==> src/rtl/cache_block_mem_adapter_pkg.sv <==
// Shared widths, state encoding and block request/response types for the
// cache-to-main-memory block adapter.
package cache_block_mem_adapter_pkg;

    localparam int ADDR_WIDTH = 16;
    localparam int WORD_WIDTH = 32;
    localparam int BLOCK_SIZE = 2;

    function automatic int clog2(input int value);
        int result;
        result = 0;
        while ((1 << result) < value) begin
            result++;
        end
        return result;
    endfunction

    localparam int OFFSET_WIDTH  = clog2(BLOCK_SIZE);
    // A one-word block still needs a legal (1-bit) counter that simply stays at 0.
    localparam int BLK_CNT_WIDTH = (BLOCK_SIZE > 1) ? OFFSET_WIDTH : 1;

    typedef enum logic [1:0] {
        AD_IDLE,
        AD_XFER,
        AD_DONE
    } adapter_state_t;

    typedef logic [BLOCK_SIZE-1:0][WORD_WIDTH-1:0] block_data_t;

    typedef struct packed {
        logic [ADDR_WIDTH-1:0] addr;
        logic                  cs;
        logic                  rw;
        block_data_t           data;
    } memory_request_t;

    typedef struct packed {
        logic        ack;
        block_data_t data;
    } memory_response_t;

endpackage

==> src/rtl/cache_block_mem_adapter_if.sv <==
// Bundle of the block-side request/response and the word-wide memory bus
// seen by the block adapter.
interface cache_block_mem_adapter_if;
    import cache_block_mem_adapter_pkg::*;

    memory_request_t         mem_req;
    memory_response_t        mem_rsp;
    logic                    busy;
    logic                    word_cs;
    logic                    word_we;
    logic [ADDR_WIDTH-1:0]   word_addr;
    logic [WORD_WIDTH-1:0]   word_wdata;
    logic [WORD_WIDTH-1:0]   word_rdata;
    logic                    word_ready;

    modport slave (
        input  mem_req,
        input  word_rdata,
        input  word_ready,
        output mem_rsp,
        output busy,
        output word_cs,
        output word_we,
        output word_addr,
        output word_wdata
    );

    modport master (
        output mem_req,
        output word_rdata,
        output word_ready,
        input  mem_rsp,
        input  busy,
        input  word_cs,
        input  word_we,
        input  word_addr,
        input  word_wdata
    );

endinterface

==> src/rtl/cache_block_mem_adapter.sv <==
// Serialises one block read/write from the cache into BLOCK_SIZE single-word
// accesses and returns a one-cycle ack carrying the whole block.
module cache_block_mem_adapter
    import cache_block_mem_adapter_pkg::*;
(
    input  logic                     clk,
    input  logic                     rst_n,
    cache_block_mem_adapter_if.slave bus_io
);

    localparam logic [ADDR_WIDTH-1:0]    BLOCK_MASK = ~ADDR_WIDTH'(BLOCK_SIZE - 1);
    localparam logic [BLK_CNT_WIDTH-1:0] LAST_COUNT = BLK_CNT_WIDTH'(BLOCK_SIZE - 1);

    adapter_state_t             state_q;
    logic [BLK_CNT_WIDTH-1:0]   count_q;
    logic [BLK_CNT_WIDTH-1:0]   count_d;
    logic                       rw_q;
    block_data_t                wdata_q;
    block_data_t                rdata_q;
    block_data_t                rdata_d;
    block_data_t                rsp_data_q;
    logic                       ack_q;
    logic                       word_cs_q;
    logic                       word_we_q;
    logic [ADDR_WIDTH-1:0]      word_addr_q;
    logic [WORD_WIDTH-1:0]      word_wdata_q;

    assign count_d = count_q + BLK_CNT_WIDTH'(1);

    // Read buffer including the word arriving this cycle, so the final word
    // lands directly in the response without an extra cycle.
    always_comb begin
        rdata_d          = rdata_q;
        rdata_d[count_q] = bus_io.word_rdata;
    end

    always_ff @(posedge clk or negedge rst_n) begin
        if (!rst_n) begin
            state_q      <= AD_IDLE;
            count_q      <= '0;
            rw_q         <= 1'b0;
            wdata_q      <= '0;
            rdata_q      <= '0;
            rsp_data_q   <= '0;
            ack_q        <= 1'b0;
            word_cs_q    <= 1'b0;
            word_we_q    <= 1'b0;
            word_addr_q  <= '0;
            word_wdata_q <= '0;
        end else begin
            case (state_q)
                AD_IDLE: begin
                    if (bus_io.mem_req.cs) begin
                        state_q      <= AD_XFER;
                        count_q      <= '0;
                        rw_q         <= bus_io.mem_req.rw;
                        wdata_q      <= bus_io.mem_req.data;
                        word_cs_q    <= 1'b1;
                        word_we_q    <= bus_io.mem_req.rw;
                        word_addr_q  <= bus_io.mem_req.addr & BLOCK_MASK;
                        word_wdata_q <= bus_io.mem_req.data[0];
                    end
                end
                AD_XFER: begin
                    if (bus_io.word_ready) begin
                        if (!rw_q) begin
                            rdata_q <= rdata_d;
                        end
                        if (count_q == LAST_COUNT) begin
                            state_q    <= AD_DONE;
                            word_cs_q  <= 1'b0;
                            ack_q      <= 1'b1;
                            rsp_data_q <= rw_q ? wdata_q : rdata_d;
                        end else begin
                            // Base is block-aligned, so this increment never carries out of the offset bits.
                            count_q      <= count_d;
                            word_addr_q  <= word_addr_q + ADDR_WIDTH'(1);
                            word_wdata_q <= wdata_q[count_d];
                        end
                    end
                end
                AD_DONE: begin
                    state_q <= AD_IDLE;
                    ack_q   <= 1'b0;
                end
                default: begin
                    state_q <= AD_IDLE;
                end
            endcase
        end
    end

    assign bus_io.busy         = (state_q != AD_IDLE);
    assign bus_io.word_cs      = word_cs_q;
    assign bus_io.word_we      = word_we_q;
    assign bus_io.word_addr    = word_addr_q;
    assign bus_io.word_wdata   = word_wdata_q;
    assign bus_io.mem_rsp.ack  = ack_q;
    assign bus_io.mem_rsp.data = rsp_data_q;

endmodule

==> src/flat_wrapper.sv <==
// flat-port wrapper written by rule: the top's interface ports become plain ports
module cache_block_mem_adapter_flat import cache_block_mem_adapter_pkg::*;
  (clk, rst_n, bus_io_mem_req, bus_io_word_rdata, bus_io_word_ready, bus_io_mem_rsp, bus_io_busy, bus_io_word_cs, bus_io_word_we, bus_io_word_addr, bus_io_word_wdata);
  cache_block_mem_adapter_if bus_io_i ();
  input  logic clk;
  input  logic rst_n;
  input wire logic [$bits(bus_io_i.mem_req)-1:0] bus_io_mem_req;
  input wire logic [$bits(bus_io_i.word_rdata)-1:0] bus_io_word_rdata;
  input wire logic [$bits(bus_io_i.word_ready)-1:0] bus_io_word_ready;
  output wire logic [$bits(bus_io_i.mem_rsp)-1:0] bus_io_mem_rsp;
  output wire logic [$bits(bus_io_i.busy)-1:0] bus_io_busy;
  output wire logic [$bits(bus_io_i.word_cs)-1:0] bus_io_word_cs;
  output wire logic [$bits(bus_io_i.word_we)-1:0] bus_io_word_we;
  output wire logic [$bits(bus_io_i.word_addr)-1:0] bus_io_word_addr;
  output wire logic [$bits(bus_io_i.word_wdata)-1:0] bus_io_word_wdata;
  assign bus_io_i.mem_req = bus_io_mem_req;
  assign bus_io_i.word_rdata = bus_io_word_rdata;
  assign bus_io_i.word_ready = bus_io_word_ready;
  assign bus_io_mem_rsp = bus_io_i.mem_rsp;
  assign bus_io_busy = bus_io_i.busy;
  assign bus_io_word_cs = bus_io_i.word_cs;
  assign bus_io_word_we = bus_io_i.word_we;
  assign bus_io_word_addr = bus_io_i.word_addr;
  assign bus_io_word_wdata = bus_io_i.word_wdata;
  cache_block_mem_adapter u_core (.clk(clk), .rst_n(rst_n), .bus_io(bus_io_i));
endmodule
==> config.mk <==
export PLATFORM = sky130hd
export DESIGN_NAME = cache_block_mem_adapter_flat
export DESIGN_NICKNAME = d
export VERILOG_FILES = /design/src/rtl/cache_block_mem_adapter_pkg.sv /design/src/rtl/cache_block_mem_adapter_if.sv /design/src/rtl/cache_block_mem_adapter.sv /design/src/flat_wrapper.sv
export SDC_FILE = /design/constraint.sdc
export NUM_CORES = 1
export LEC_CHECK = 0
export BUFFER_PORTS_ARGS = -buffer_cell sky130_fd_sc_hd__buf_2
export CAP_MARGIN = 20
export CORE_ASPECT_RATIO = 0.5
export CORE_MARGIN = 4
export CORE_UTILIZATION = 45
export CTS_CLUSTER_SIZE = 14
export DETAILED_ROUTE_END_ITERATION = 12
export GPL_ROUTABILITY_DRIVEN = 0
export PLACE_DENSITY = 0.7
export SLEW_MARGIN = 5
export SYNTH_ARGS = -nofsm -noshare
export SYNTH_HDL_FRONTEND = slang
export SYNTH_SLANG_ARGS = --single-unit
==> constraint.sdc <==
create_clock -name clk -period 1.8 [get_ports clk]
set_input_delay 0.18 -clock clk [delete_from_list [all_inputs] [get_ports clk]]
set_output_delay 0.18 -clock clk [all_outputs]
set_load 0.02 [all_outputs]
==> results of run 1 <==
## metrics by stage
step / area [µm²] / std cells / utilization / hold WS (ps) / total power, µW
floorplan: 11100 / 1164 / - / -116 / 17400
global placement: 12800 / 1685 / 0.532 / 68.7 / 21000
detailed placement: 12800 / 1685 / 0.532 / 69.6 / 21500
CTS: 14700 / 1832 / 0.609 / 19.5 / 26900
global route: 14700 / 1834 / 0.611 / 22.2 / 28800
finish: 14700 / 1834 / 0.611 / 26.9 / 26900
## timing repair
| action | CTS | global route |
|---|---|---|
| pin swaps | 0 | 2 |
| hold buffers | 108 | 0 |
| gates resized for setup | 1 | 7 |
| cloned | 1 | 0 |
| hold endpoints to repair | 400 | 0 |
| endpoints found under the setup margin | 1 | 39 |
| buffers inserted | 0 | 2 |
## synthesized netlist by cell type (all sizes together)
library cell and instances:
or3b 1, a21oi 124, nor4 3, mux2i 68, or3 3, a31oi 4, o22a 1, o41ai 1
o32ai 3, o22ai 5, dfrtp 246, nor3 6, or2 1, nor2 85, o21ai 107, nor2b 3
a21o 2, buf 33, mux2 55, nand3 6, nand2 303, nand2b 1, o2bb2a 1, and4 2
a2bb2oi 2, or4 1, clkbuf 52, inv 4, a22o 1, a22oi 1, ha 1, nor3b 34
a31o 1, nand4 3
## cells by family (layout without fill, tap and decap cells)
kind of cell / count (synthesis) / in the layout / share of synthesized area
multiplexers: 123 / 123 / 0.117
adder cells (fa/ha/maj): 1 / 1 / 0.00113
buffers and inverters: 89 / 423 / 0.0350
AND/OR/NAND/NOR: 452 / 452 / 0.172
AO/OA/AOI/OAI: 253 / 253 / 0.120
flip-flops: 246 / 246 / 0.555
## layout make-up
class	instances	area, µm²	share of cell area
clock buffer	33	693	0.0470
clock inverter	5	50.0	0.00340
inverter	4	15.0	0.00102
multi-input combinational	829	4600	0.312
sequential	246	6160	0.418
tap	336	420	0.0285
timing repair buffer	381	2790	0.190
## routing by layer
layer	global-route usage	vias up
met3	0.0404	70
met5	0	-
met4	0.0774	2
met1	0.307	4764
li1	-	4576
met2	0.397	302
## power by group through the flow
| stage | Sequential [µW] | Combinational [µW] | Clock [µW] |
|---|---|---|---|
| global route | 9980 | 13500 | 5270 |
| global placement | 9570 | 11500 | 0 |
| finish | 9690 | 12300 | 4920 |
| CTS | 9650 | 12200 | 5020 |
| floorplan | 10700 | 6680 | 0 |
| detailed placement | 9720 | 11800 | 0 |
## final timing paths
| path | start | endpoint | slack, ps | cells after the start |
|---|---|---|---|---|
| max in group asynchronous | rst_n | u_core.count_q$_DFFE_PN0P_ | 1010 | 3 |
| max reg2reg | u_core.state_q[0]$_DFFE_PN0P_ | u_core.bus_io.word_addr[12]$_DFFE_PN0P_ | 90 | 5 |
| min | bus_io_mem_req[70] | u_core.bus_io.word_addr[4]$_DFFE_PN0P_ | 30 | 3 |
| min reg2reg | u_core.bus_io.mem_rsp[42]$_DFFE_PN0P_ | u_core.bus_io.mem_rsp[42]$_DFFE_PN0P_ | 470 | 2 |
| max | u_core.state_q[0]$_DFFE_PN0P_ | bus_io_busy | 50 | 3 |
| min in group asynchronous | rst_n | u_core.bus_io.word_wdata[11]$_DFFE_PN0P_ | 120 | 2 |
## state kept, by name, indices dropped and copies added, names as in the netlist
signal	flops
u_core.bus_io.word_cs	1
u_core.bus_io.mem_rsp	64
u_core.ack_q	1
u_core.wdata_q	64
u_core.bus_io.word_addr	16
u_core.rdata_q	64
u_core.state_q	2
u_core.rw_q	1
u_core.count_q	1
u_core.bus_io.word_wdata	32
## tightest hold or removal path, delay by kind of cell
family | cells | cell delay, ps
compound gates | 2 | 240
buf+inv | 1 | 80
==> impl_metrics.tcl, run 1 <==
set metrics [dict create \
    vias 9714 \
    cp_slowest_cell "dfrtp_2" \
    p_int_uw 15800 \
    setup_viol 0 \
    setup_ws_ps 54.2 \
    grt_usage 0.234 \
    grt_first_pass_wirelength_um 52700 \
    routed_wl_um 32300 \
    path_delay_family "flip-flops" \
    combPwrFrac 0.456 \
    antenna_found_initial 1 \
    dr_wl_met3_um 1500 \
    met2_length_um 15800 \
    drive_gt1_frac 0.252 \
    yosysTopAreaCell "dfrtp_1" \
    n_antenna_cell 0 \
    coreArea_mm2 0.0241 \
    crit_chain "buf_4, or2_2, buf_2" \
    top_layer "met5" \
    fmax_ghz 0.573 \
    dieWidth_um 230 \
    die_y_um 119 \
    synth-seq-cells 246 \
    outcome "complete, no violations" \
    drt-wirelength-per-cell_um 17.6 \
    n_fill_cell 2029 \
    worst_ir_drop_vdd_mv 1.02 \
    clock-skew-final_ps 15.6 \
    switching_share 0.413 \
    arrival_ps 1570 \
    cts_tree "built" \
    clock_latency_ps 520 \
    yosys_warnings 0 \
    grt_max_degree 77 \
    dr.first_iter.drc_count 807 \
    ys_top_cells_by_area "dfrtp_1 56%, nand2_1 10%, mux2i_1 6.1%" \
    final_common_cell "nand2_1" \
    final.setup.tns_ps 0 \
    min_period_ps 1750 \
    cp-start-kind "flop" \
    yosysTopAreaCellShare 0.555 \
    power_density_mw_per_mm2 1820 \
    rows 40 \
    timing.max_cap.violations 0 \
    netlist_area_mm2 0.0111 \
    switchingPower_uw 11100 \
    firstDrtPassIters 7 \
    cp.required_ps 1620 \
    end_kind "output pin" \
    path_buf_inv 2 \
    worst_pin_slew_ps 542 \
    hold_viol 0 \
    yosysSeqAreaShare 0.555 \
    preCtsSetupSlack_ps 59.0 \
    slew_viol_final 0 \
    pwr-share-clk 0.183 \
    via_per_inst 5.30 \
    leakage_uw 0.00721 \
    synthToLayoutAreaGrowth_pct 33.0 \
    final_cell_mix "303 x nand2_1, 243 x dfrtp_1, 230 x buf_2" \
    worstPathMaxFanout 7 \
    start_util 0.460 \
    syn_area_per_cell_um2 9.52 \
    htreeDepth 1 \
    met1_length_um 14000 \
    hold_path_class "input pin to flop" \
    grt_overflow 0 \
    cts-root-buf "clkbuf_16" \
    dpl.hpwl_um 19800 \
    cts_buffers 23 \
    synthDistinctLibCells 40 \
    die-area_mm2 0.0274 \
    slew_headroom 0.639 \
    syn_nets 1282 \
    portBuffers 231 \
    grt_pass1_vias 10100 \
    cts.reportedPaths.clkPinSlew_ps 70 \
    ios 233 \
    power_frac_seq 0.361 \
    cts_sinks 246 \
    timing.final.crit_share 0.970 \
    antenna_left 0 \
    drc_errors 0 \
    path_class "flop to output pin" \
    nets 1603 \
    netlist_instances 1164 \
    slowest_delay_ps 440 \
    clk_path_buf_depth 3 \
]
Power figures use the tool's default switching activity.
==> run 2, diff against run 1 <==
Settings changed: CORE_MARGIN 4 to 1, MAX_ROUTING_LAYER from default to met4.
==> run 2 against run 1 <==
  * Clock skew down 3.3 ps
  * Non-clock buffer count decreased by 1
  * Total power increased by 1.3%
==> impl_metrics.tcl, run 2 (synthesis gave the netlist of run 1 again) <==
set metrics [dict create \
    outcome "complete, no violations" \
    setup_viol 0 \
    grt_usage 0.258 \
    drt-wirelength-per-cell_um 17.0 \
    die-area_mm2 0.0253 \
    cts_buffers 24 \
    grt_pass1_vias 9922 \
    worst_pin_slew_ps 516 \
    routed_wl_um 31300 \
    cts_sinks 246 \
    clock-skew-final_ps 12.3 \
    power_frac_seq 0.356 \
    timing.max_cap.violations 0 \
    rows 40 \
    clk_path_buf_depth 3 \
    arrival_ps 2130 \
    grt_overflow 0 \
    pwr-share-clk 0.199 \
    cp-start-kind "flop" \
    timing.final.crit_share 0.972 \
    portBuffers 231 \
    preCtsSetupSlack_ps 89.9 \
    end_kind "flop" \
    clock_latency_ps 520 \
    synthToLayoutAreaGrowth_pct 33.6 \
    worstHoldPathCells 4 \
    worstPathMaxFanout 26 \
    reg2regPathDepth 6 \
    final_cell_mix "303 x nand2_1, 243 x dfrtp_1, 230 x buf_2" \
    utilization 0.615 \
    path_common_cell "buf_4" \
    die_y_um 113 \
    via_per_inst 5.29 \
    hp-start "bus_io_mem_req[79]" \
    firstDrtPassIters 5 \
    path_delay_family "buffers and inverters" \
    grt_max_degree 77 \
    grt_first_pass_wirelength_um 51000 \
    cp_slowest_cell "dfrtp_1" \
    setup_ws_ps 50.8 \
    htreeDepth 1 \
    nets 1603 \
    path_class "flop to flop" \
    antenna_left 0 \
    start_util 0.461 \
    min_to "u_core.bus_io.word_addr[13]$_DFFE_PN0P_" \
    r2r_slack_ps 50 \
    slew_viol_final 0 \
    ios 233 \
    drc_errors 0 \
    dpl.hpwl_um 19100 \
    worstSetupPathDepth 6 \
    fmax_ghz 0.572 \
    switchingPower_uw 11100 \
    vias 9718 \
    dr.first_iter.drc_count 764 \
    n_fill_cell 1974 \
    dieWidth_um 224 \
    min_period_ps 1750 \
    grt_setup_unrepaired "yes" \
    coreArea_mm2 0.0241 \
    power_density_mw_per_mm2 1840 \
    slowest_delay_ps 380 \
    worst_ir_drop_vdd_mv 1.03 \
    r2r-end "u_core.bus_io.word_wdata[15]$_DFFE_PN0P_" \
    final.setup.tns_ps 0 \
    slew_headroom 0.656 \
    antenna_found_initial 0 \
    hold_viol 0 \
    switching_share 0.407 \
    combPwrFrac 0.445 \
    leakage_uw 0.00724 \
    cts.reportedPaths.clkPinSlew_ps 70 \
    final_common_cell "nand2_1" \
    n_antenna_cell 0 \
    hold_path_class "input pin to flop" \
    crit_chain "buf_4, nor2b_1, buf_4, a21oi_4, buf_4, o21ai_0" \
    drive_gt1_frac 0.249 \
    r2r_start "u_core.state_q[0]$_DFFE_PN0P_" \
    cp.required_ps 2180 \
    p_int_uw 16100 \
    cts_tree "built" \
    cts-root-buf "clkbuf_16" \
    path_buf_inv 3 \
]
## run 2: layout make-up
type                            instances  area [µm²]  area share
Sequential cell                       246        6160       0.416
Multi-Input combinational cell        829        4590       0.310
Timing Repair Buffer                  380        2790       0.188
Clock buffer                           33         686      0.0463
Tap cell                              336         420      0.0284
Clock inverter                          9         153      0.0103
Inverter                                4        15.0     0.00101
## run 2: worst min-delay path, cell delays in order
cell and delay, ps:
buf_2 100, nor2_1 70, a31o_2 100, a22oi_1 60
## run 2: worst max-delay path by stage
| stage | startpoint | to | slack [ps] |
|---|---|---|---|
| finish | u_core.state_q[0]$_DFFE_PN0P_ | u_core.bus_io.word_wdata[15]$_DFFE_PN0P_ | 50 |
| global route | u_core.state_q[0]$_DFFE_PN0P_ | u_core.bus_io.word_wdata[15]$_DFFE_PN0P_ | -40 |
| CTS | u_core.state_q[0]$_DFFE_PN0P_ | u_core.bus_io.word_addr[12]$_DFFE_PN0P_ | 20 |
| detailed placement | u_core.state_q[0]$_DFFE_PN0P_ | u_core.bus_io.word_addr[12]$_DFFE_PN0P_ | 90 |
| global placement | u_core.state_q[1]$_DFFE_PN0P_ | u_core.rdata_q[5]$_DFFE_PN0P_ | 130 |
| floorplan | u_core.state_q[1]$_DFFE_PN0P_ | u_core.rdata_q[10]$_DFFE_PN0P_ | 7 |
## run 2: timing repair
item,in CTS,in global routing
resized for setup,1,4
hold buffers,110,0
setup endpoints to repair,2,27
setup buffers,1,0
endpoints found under the hold margin,404,0
pin swaps,0,1
gates cloned,1,0
## run 2: power by group through the flow
stage                     Sequential (µW)  Combinational (µW)  Clock (µW)
after floorplan                     10700                6680           0
after detailed placement             9730               11600           0
after global routing                 9970               13300        5730
after global placement               9580               11400           0
after CTS                            9650               12100        5520
final                                9700               12100        5410
## run 2: metal layers
layer,global-route usage,up-vias,wire [µm]
met5,-,-,0
met2,0.423,300,15000
met1,0.339,4779,14100
met4,0.0648,0,619
li1,-,4580,-
met3,0.0361,59,1530
## run 2: per-stage QoR
stage	instances	cell area, µm²	total power [µW]	hold slack [ps]
final	1837	14800	27200	33.5
after global routing	1837	14800	29000	46.2
after CTS	1837	14800	27200	10.5
after detailed placement	1684	12800	21400	72.0
after global placement	1684	12800	20900	68.2
after floorplan	1164	11100	17400	-116
